==> src/rtl/if_fetch.sv <==
// if_fetch: instruction fetch stage with a 2-entry {pc, inst} queue and flush/discard handling
module if_fetch #(
  parameter logic [31:0] RESET_PC = 32'h0000_0000
) (
  input  logic        clk,
  input  logic        rst,
  input  logic        stall_i,
  input  logic        flush_i,
  input  logic [31:0] new_pc_i,
  output logic        imem_req_o,
  output logic [31:0] imem_addr_o,
  input  logic        imem_ack_i,
  input  logic [31:0] imem_rdata_i,
  output logic        valid_o,
  output logic [31:0] pc_o,
  output logic [31:0] inst_o
);
  typedef enum logic {FETCH, DISCARD} state_t;
  state_t      state;
  logic [1:0]  count;
  logic [31:0] fetch_pc, hold_addr;
  logic [31:0] pc_q [2];
  logic [31:0] inst_q [2];
  logic        ack, pop, slot;
  // a request can only start while count<2 and nothing but an ack grows count, so it stays held
  assign imem_req_o  = rst && (state == DISCARD || count != 2'd2);
  assign imem_addr_o = state == DISCARD ? hold_addr : fetch_pc;
  assign ack         = imem_ack_i && imem_req_o;
  assign valid_o     = count != 2'd0;
  assign pop         = valid_o && !stall_i;
  assign slot        = count[0] && !pop;
  assign pc_o        = valid_o ? pc_q[0] : 32'h0;
  assign inst_o      = valid_o ? inst_q[0] : 32'h0;
  always_ff @(posedge clk or negedge rst)
    if (!rst) begin
      state     <= FETCH;
      count     <= 2'd0;
      fetch_pc  <= RESET_PC;
      hold_addr <= 32'h0;
      pc_q      <= '{default: '0};
      inst_q    <= '{default: '0};
    end else if (flush_i) begin
      count    <= 2'd0;
      fetch_pc <= {new_pc_i[31:2], 2'b00};
      if (state == FETCH && imem_req_o && !ack) begin
        state     <= DISCARD;
        hold_addr <= fetch_pc;
      end else if (ack) state <= FETCH;
    end else if (state == DISCARD) begin
      if (ack) state <= FETCH;
    end else begin
      if (pop) begin
        pc_q[0]   <= pc_q[1];
        inst_q[0] <= inst_q[1];
      end
      if (ack) begin
        pc_q[slot]   <= fetch_pc;
        inst_q[slot] <= imem_rdata_i;
        fetch_pc     <= fetch_pc + 32'd4;
      end
      count <= count + {1'b0, ack} - {1'b0, pop};
    end
endmodule

==> config.mk <==
export PLATFORM = sky130hd
export DESIGN_NAME = if_fetch
export DESIGN_NICKNAME = d
export VERILOG_FILES = /design/src/rtl/if_fetch.sv
export SDC_FILE = /design/constraint.sdc
export NUM_CORES = 1
export LEC_CHECK = 0
export ABC_CLOCK_PERIOD_IN_PS = 2300
export BUFFER_PORTS_ARGS = -buffer_cell sky130_fd_sc_hd__buf_2
export CORE_ASPECT_RATIO = 1.4
export CORE_MARGIN = 2
export CORE_UTILIZATION = 30
export CTS_BUF_LIST = sky130_fd_sc_hd__clkbuf_8
export CTS_CLUSTER_DIAMETER = 40
export CTS_CLUSTER_SIZE = 12
export DETAILED_ROUTE_END_ITERATION = 10
export GPL_ROUTABILITY_DRIVEN = 0
export PLACE_DENSITY_LB_ADDON = 0.12
export SYNTH_ARGS = -nofsm -noshare
export SYNTH_HDL_FRONTEND = slang
export SYNTH_SLANG_ARGS = --single-unit
==> constraint.sdc <==
create_clock -name clk -period 2.3 [get_ports clk]
set_input_delay 0.115 -clock clk [delete_from_list [all_inputs] [get_ports clk]]
set_output_delay 0.115 -clock clk [all_outputs]
set_load 0.05 [all_outputs]
==> results of run 1 <==
[stage by stage]
step | setup WS (ns) | total power [uW] | utilization, %
5_1_grt | 0.0393 | 15800 | 39.1
2_1_floorplan | 0.0296 | 10600 | -
3_3_place_gp | 0.215 | 12300 | 35.4
6_report | 0.167 | 14700 | 39.1
3_5_place_dp | 0.188 | 12400 | 35.4
4_1_cts | 0.137 | 15000 | 39.1
[worst max-delay path, stage by stage (launching register included)]
cell and delay [ns]:
dfrtp_1 0.42, or2_2 0.31, nand2b_1 0.14, inv_1 0.10, ha_1 0.29, inv_1 0.04, ha_1 0.17, xnor2_1 0.13
or3_1 0.31, a21oi_1 0.16
[final timing paths]
path,cells after the start,to
min reg2reg,2,hold_addr[19]
min,3,fetch_pc[25]
max,9,count[1]
min in group asynchronous,3,state
max in group asynchronous,3,pc_q[38]
max reg2reg,9,count[1]
[layout make-up]
cell class,count,area [sq um]
well taps,380,475
multi-input cells,564,3950
inverters,5,18.8
repair buffers,266,1860
clock buffers,18,248
flip-flops and latches,189,4730
fillers,2964,17900
clock inverters,14,179
[power breakdown]
group          internal (uW)  leakage (uW)  switching (uW)
clock network           1130      0.000207            1300
registers               4650       0.00233             664
logic                   2320       0.00275            4680
total                   8100       0.00529            6640
[timing repair]
item	4_1_cts	5_1_grt
resized for setup	1	0
hold buffers	64	0
endpoints found under the setup margin	2	0
buffers inserted	0	0
hold endpoints to repair	285	0
[registers in the layout (all words and copies together) (netlist names)]
signal	flops
state	1
inst_q	64
fetch_pc	30
hold_addr	30
count	2
pc_q	62
[cells by family after synthesis]
kind of cell             count (synthesis)
other                                    1
buffers and inverters                   78
AND/OR/NAND/NOR                        244
AO/OA/AOI/OAI                          163
flip-flops                             189
XOR/XNOR                                29
multiplexers                           123
adder cells (fa/ha/maj)                  3
[routing by layer]
layer	part of all wire, %	wire [um]	track usage, %
met5	0	0	0
met4	1.6	418	4.91
met3	2.9	751	2.75
met2	50	12900	29.3
met1	45	11700	22.6
[placed cells by master, fill, tap and decap left out, drive strengths merged, types with 19 or more instances in the layout]
master	count
o21ai	30
buf	201
dlygate4sd3	64
nor2	72
and2	65
mux2	121
dfrtp	189
clkbuf	19
a21oi	63
o22ai	62
nand2	44
==> summary.txt, run 1 <==
Input/output buffers -> 162
Antenna cells -> 0
Crit path kind -> reg -> reg
Pwr per Cell Area -> 1290 mW/mm^2
Row count -> 74
Most frequent cells after synthesis -> dfrtp_1 (189), mux2_2 (114), nor2_1 (72)
Total CTS buffers -> 17
Fin crit period -> 2.13 ns
Post-synth top area share -> 52.7%
Final hold violation count -> 0
Min-Delay Startpoint -> imem_ack_i
Via count -> 6,921
Crit path from -> count[1]
P_leak -> 0.00529 uW
Synth area leaders -> dfrtp_1 (53%), mux2_2 (14%), and2_1 (4.5%), o22ai_1 (4.3%), a21oi_1 (3.5%)
EDFF count, synth -> 0
Layout cells sized above 1 -> 34.3%
Mux contribution to synthesized area -> 15.4%
First-pass GRT wire length -> 41,500 um
Ports -> 167
Max Cap Viol -> 0
Synth Flop Type -> dfrtp_1
CP Capture Type -> flip-flop
Gr usage total -> 17.2%
Cell type with the largest total area after synthesis -> dfrtp_1
Unrepaired setup endpoints after global routing -> no
Syn Inst Count -> 830
Largest net degree at the start of global routing -> 164
Cell variety after synth -> 44
Final Net Count -> 1,115
XOR/XNOR Fraction of Synth Area -> 2.83%
Die H -> 209 um
Initial antenna violation count -> 0
Total Wirelength -> 25,800 um
Syn avg cell area -> 10.8 sq um
Clock tree sinks -> 189
Avg WL per Cell -> 18.0 um
Setup violators final -> 0
CTS root buffer -> clkbuf_8
Worst-skew pair later-pin latency -> 0.48 ns
Sequential element share of the synthesized area -> 52.7%
Total die area -> 0.0313 sq mm
GR Overflow Total -> 0
Relative slew slack -> 27.1%
Detailed placer's ending HPWL -> 16,000 um
Most common cell in the netlist -> dfrtp_1
Flop2flop setup slack -> 0.17 ns
Starting Density -> 30.6%
Area growth syn-to-layout -> 27.7%
Synth warnings -> 0
Data arrival, critical path -> 2.53 ns
DR vias/cell -> 4.82
Ys async rst share -> 100%
Fin. max-slew vios -> 0
Simple-Gate Fraction of Synth Area -> 14.5%
Vias in the first global route -> 7,245
Crit-path max FO -> 5
Post-synthesis compound-gate area fraction -> 10.3%
Combinational family with the most area after synthesis -> multiplexers
Iter 0 DRT Violations -> 263
Final period utilization -> 92.7%
Max Root-Sink Buffers -> 2
Critical Path RT -> 2.70 ns
Startpoint Class -> flip-flop
Adder-Cell Fraction of Synth Area -> 0.418%
Status -> completed
Post-Layout Cell Count -> 1,436
Setup Skew -> 0.0237 ns
Worst Hold Class -> in -> reg
CTS tree -> done
Core ar. -> 0.0294 sq mm
# DRC -> 0
Antenna Violating Nets Remaining -> 0
CTS H-tree lvls -> 4
Post-synthesis cell area -> 0.00897 sq mm
Worst slew pin tran -> 1.09 ns
Clk slew on worst S/H paths -> 0.10 ns
Peak supply drop -> 556 uV
Placed cells -> 1,340
Post-route cell area -> 0.0115 sq mm
Final hold slack -> 0.0988 ns
DR pass1 iterations -> 5
Setup Total Neg Slack -> 0 ns
FF-to-FF Start -> count[1]
DP Area -> 0.0104 sq mm
Fmax -> 0.469 GHz
FF+latch count, synth -> 189
Die X -> 150 um
Power figures use the tool's default switching activity.
==> inputs of run 2 (changes only) <==
--- a/config.mk
+++ b/config.mk
@@ -9,7 +9,7 @@
 export BUFFER_PORTS_ARGS = -buffer_cell sky130_fd_sc_hd__buf_2
 export CORE_ASPECT_RATIO = 1.4
 export CORE_MARGIN = 2
-export CORE_UTILIZATION = 30
+export CORE_UTILIZATION = 40
 export CTS_BUF_LIST = sky130_fd_sc_hd__clkbuf_8
 export CTS_CLUSTER_DIAMETER = 40
 export CTS_CLUSTER_SIZE = 12
==> run 2 against run 1 <==
Against the previous run:
- non-clock buffer count shrank 9
- critical path depth unchanged
- worst setup slack better by 0.0070 ns
- hold slack better by 0.013 ns
- utilization increased by 12 points
- clock skew shrank 0.0090 ns
- via count rose by 0.27%
- first-iteration DRC count is 27% higher
- clock power about the same
- sequential power hardly changed
- flip-flop and latch count did not move
==> summary.txt, run 2 (synthesized netlist as in run 1, its figures left out) <==
Setup violators final -> 0
Post-route cell area -> 0.0113 sq mm
GR Overflow Total -> 0
Clk pwr share -> 16.5%
DP Area -> 0.0102 sq mm
Row count -> 64
Data arrival, critical path -> 2.52 ns
Peak supply drop -> 616 uV
Relative slew slack -> 30.9%
Crit-path max FO -> 5
Total CTS buffers -> 17
Final hold violation count -> 0
Top reg by flops -> inst_q
Fmax -> 0.470 GHz
# DRC -> 0
Crit path max-delay cell type -> dfrtp_1
Startpoint Class -> flip-flop
Final period utilization -> 92.4%
DR pass1 iterations -> 4
Fin util -> 51.5%
Worst Hold Class -> in -> reg
Top flop regs -> inst_q x64, pc_q x62
Avg WL per Cell -> 17.6 um
Vias in the first global route -> 6,965
Area growth syn-to-layout -> 25.9%
Worst slew pin tran -> 1.04 ns
Max Cap Viol -> 0
Commonest cells after routing, fill and taps aside -> dfrtp_1 (188), buf_2 (161), mux2_2 (114)
Crit path kind -> reg -> reg
Antenna cells -> 0
P_leak -> 0.00526 uW
Final Net Count -> 1,106
Fillers -> 2,066
Ports -> 167
Internal power -> 8150 uW
Initial antenna violation count -> 0
Gr usage total -> 20.7%
Worst-skew pair later-pin latency -> 0.48 ns
Die X -> 131 um
Core ar. -> 0.0219 sq mm
Via count -> 6,940
Iter 0 DRT Violations -> 335
Sw Share -> 44.5%
Detailed placer's ending HPWL -> 14,800 um
Number of flip-flops in the largest register -> 64
Unrepaired setup endpoints after global routing -> no
Critical-path cell list -> or2_2 -> nand2b_1 -> inv_1 -> ha_1 -> inv_1 -> ha_1 -> xnor2_1 -> or3_1 -> a21oi_1
Pwr per Cell Area -> 1300 mW/mm^2
Total Wirelength -> 23,600 um
DR vias/cell -> 5.16
Commonest non-fill, non-tap cell in the layout -> dfrtp_1
Input/output buffers -> 162
Clk slew on worst S/H paths -> 0.09 ns
CTS tree -> done
Setup Skew -> 0.0147 ns
Clock tree sinks -> 189
Fin. max-slew vios -> 0
Die H -> 181 um
First-pass GRT wire length -> 37,700 um
Switching power -> 6530 uW
Fin crit period -> 2.13 ns
Layout cells sized above 1 -> 33.5%
CP peak stage delay -> 0.43 ns
Setup Total Neg Slack -> 0 ns
Setup Buffers After CTS -> 0
Largest net degree at the start of global routing -> 162
Critical Path RT -> 2.70 ns
Comb pwr share -> 47.2%
Status -> completed
Antenna Violating Nets Remaining -> 0
CTS root buffer -> clkbuf_8
CTS H-tree lvls -> 4
CP Capture Type -> flip-flop
Max Root-Sink Buffers -> 2
Total die area -> 0.0237 sq mm
Starting Density -> 40.9%
Sequential Power Share -> 36.3%
-- run 2: repair_timing --
item | in CTS | in global routing
gates resized for setup | 0 | 1
endpoints found under the setup margin | 0 | 34
endpoints found under the hold margin | 124 | 0
hold buffers | 64 | 0
-- run 2: worst paths after layout --
kind / start / endpoint / slack, ns / cells past startpoint
max reg2reg: count[1] / count[1] / 0.17 / 9
min reg2reg: hold_addr[19] / hold_addr[19] / 0.49 / 2
min in group asynchronous: rst / hold_addr[17] / 0.15 / 2
max in group asynchronous: rst / pc_q[36] / 0.92 / 3
max: count[1] / count[1] / 0.17 / 9
min: imem_ack_i / fetch_pc[25] / 0.11 / 3
-- run 2: power groups by stage --
stage / clock network (uW) / logic (uW) / registers [uW]
2_1_floorplan: 0 / 5420 / 5180
3_5_place_dp: 0 / 6900 / 5410
6_report: 2420 / 6930 / 5330
3_3_place_gp: 0 / 6870 / 5350
5_1_grt: 2620 / 7470 / 5520
4_1_cts: 2510 / 7000 / 5340
-- run 2: stage by stage --
stage	total power, uW	instances	hold slack (ns)	setup slack [ns]
after detailed placement	12300	1248	0.00405	0.208
after floorplan	10600	831	-0.181	0.0296
after global placement	12200	1248	0.00499	0.216
final	14700	1344	0.111	0.174
after CTS	14900	1344	0.0649	0.0152
after global routing	15600	1344	0.103	0.0338
-- run 2: cell type report --
class                      instances  area [sq um]  share of cell area [%]
clock inverter                    15           196                    1.74
sequential                       189          4730                    41.9
clock buffer                      17           234                    2.07
multi-input combinational        564          3950                    34.9
tap                              297           372                    3.29
timing repair buffer             257          1800                    15.9
inverter                           5          18.8                   0.166
-- run 2: worst max-delay path: cells and delay by family (launching register included) --
| family | cells | cell delay [ns] |
|---|---|---|
| compound gates | 1 | 0.15 |
| xor+xnor | 1 | 0.13 |
| fa+ha+maj | 2 | 0.46 |
| buf+inv | 2 | 0.14 |
| flops | 1 | 0.43 |
| simple gates | 3 | 0.75 |
-- run 2: layer usage --
metal	GRT usage [%]	share of wire, %	vias up
li1	-	-	3320
met5	0	0	-
met2	35.0	50	144
met4	6.64	1.8	0
met1	26.9	44	3452
met3	3.35	3.4	24
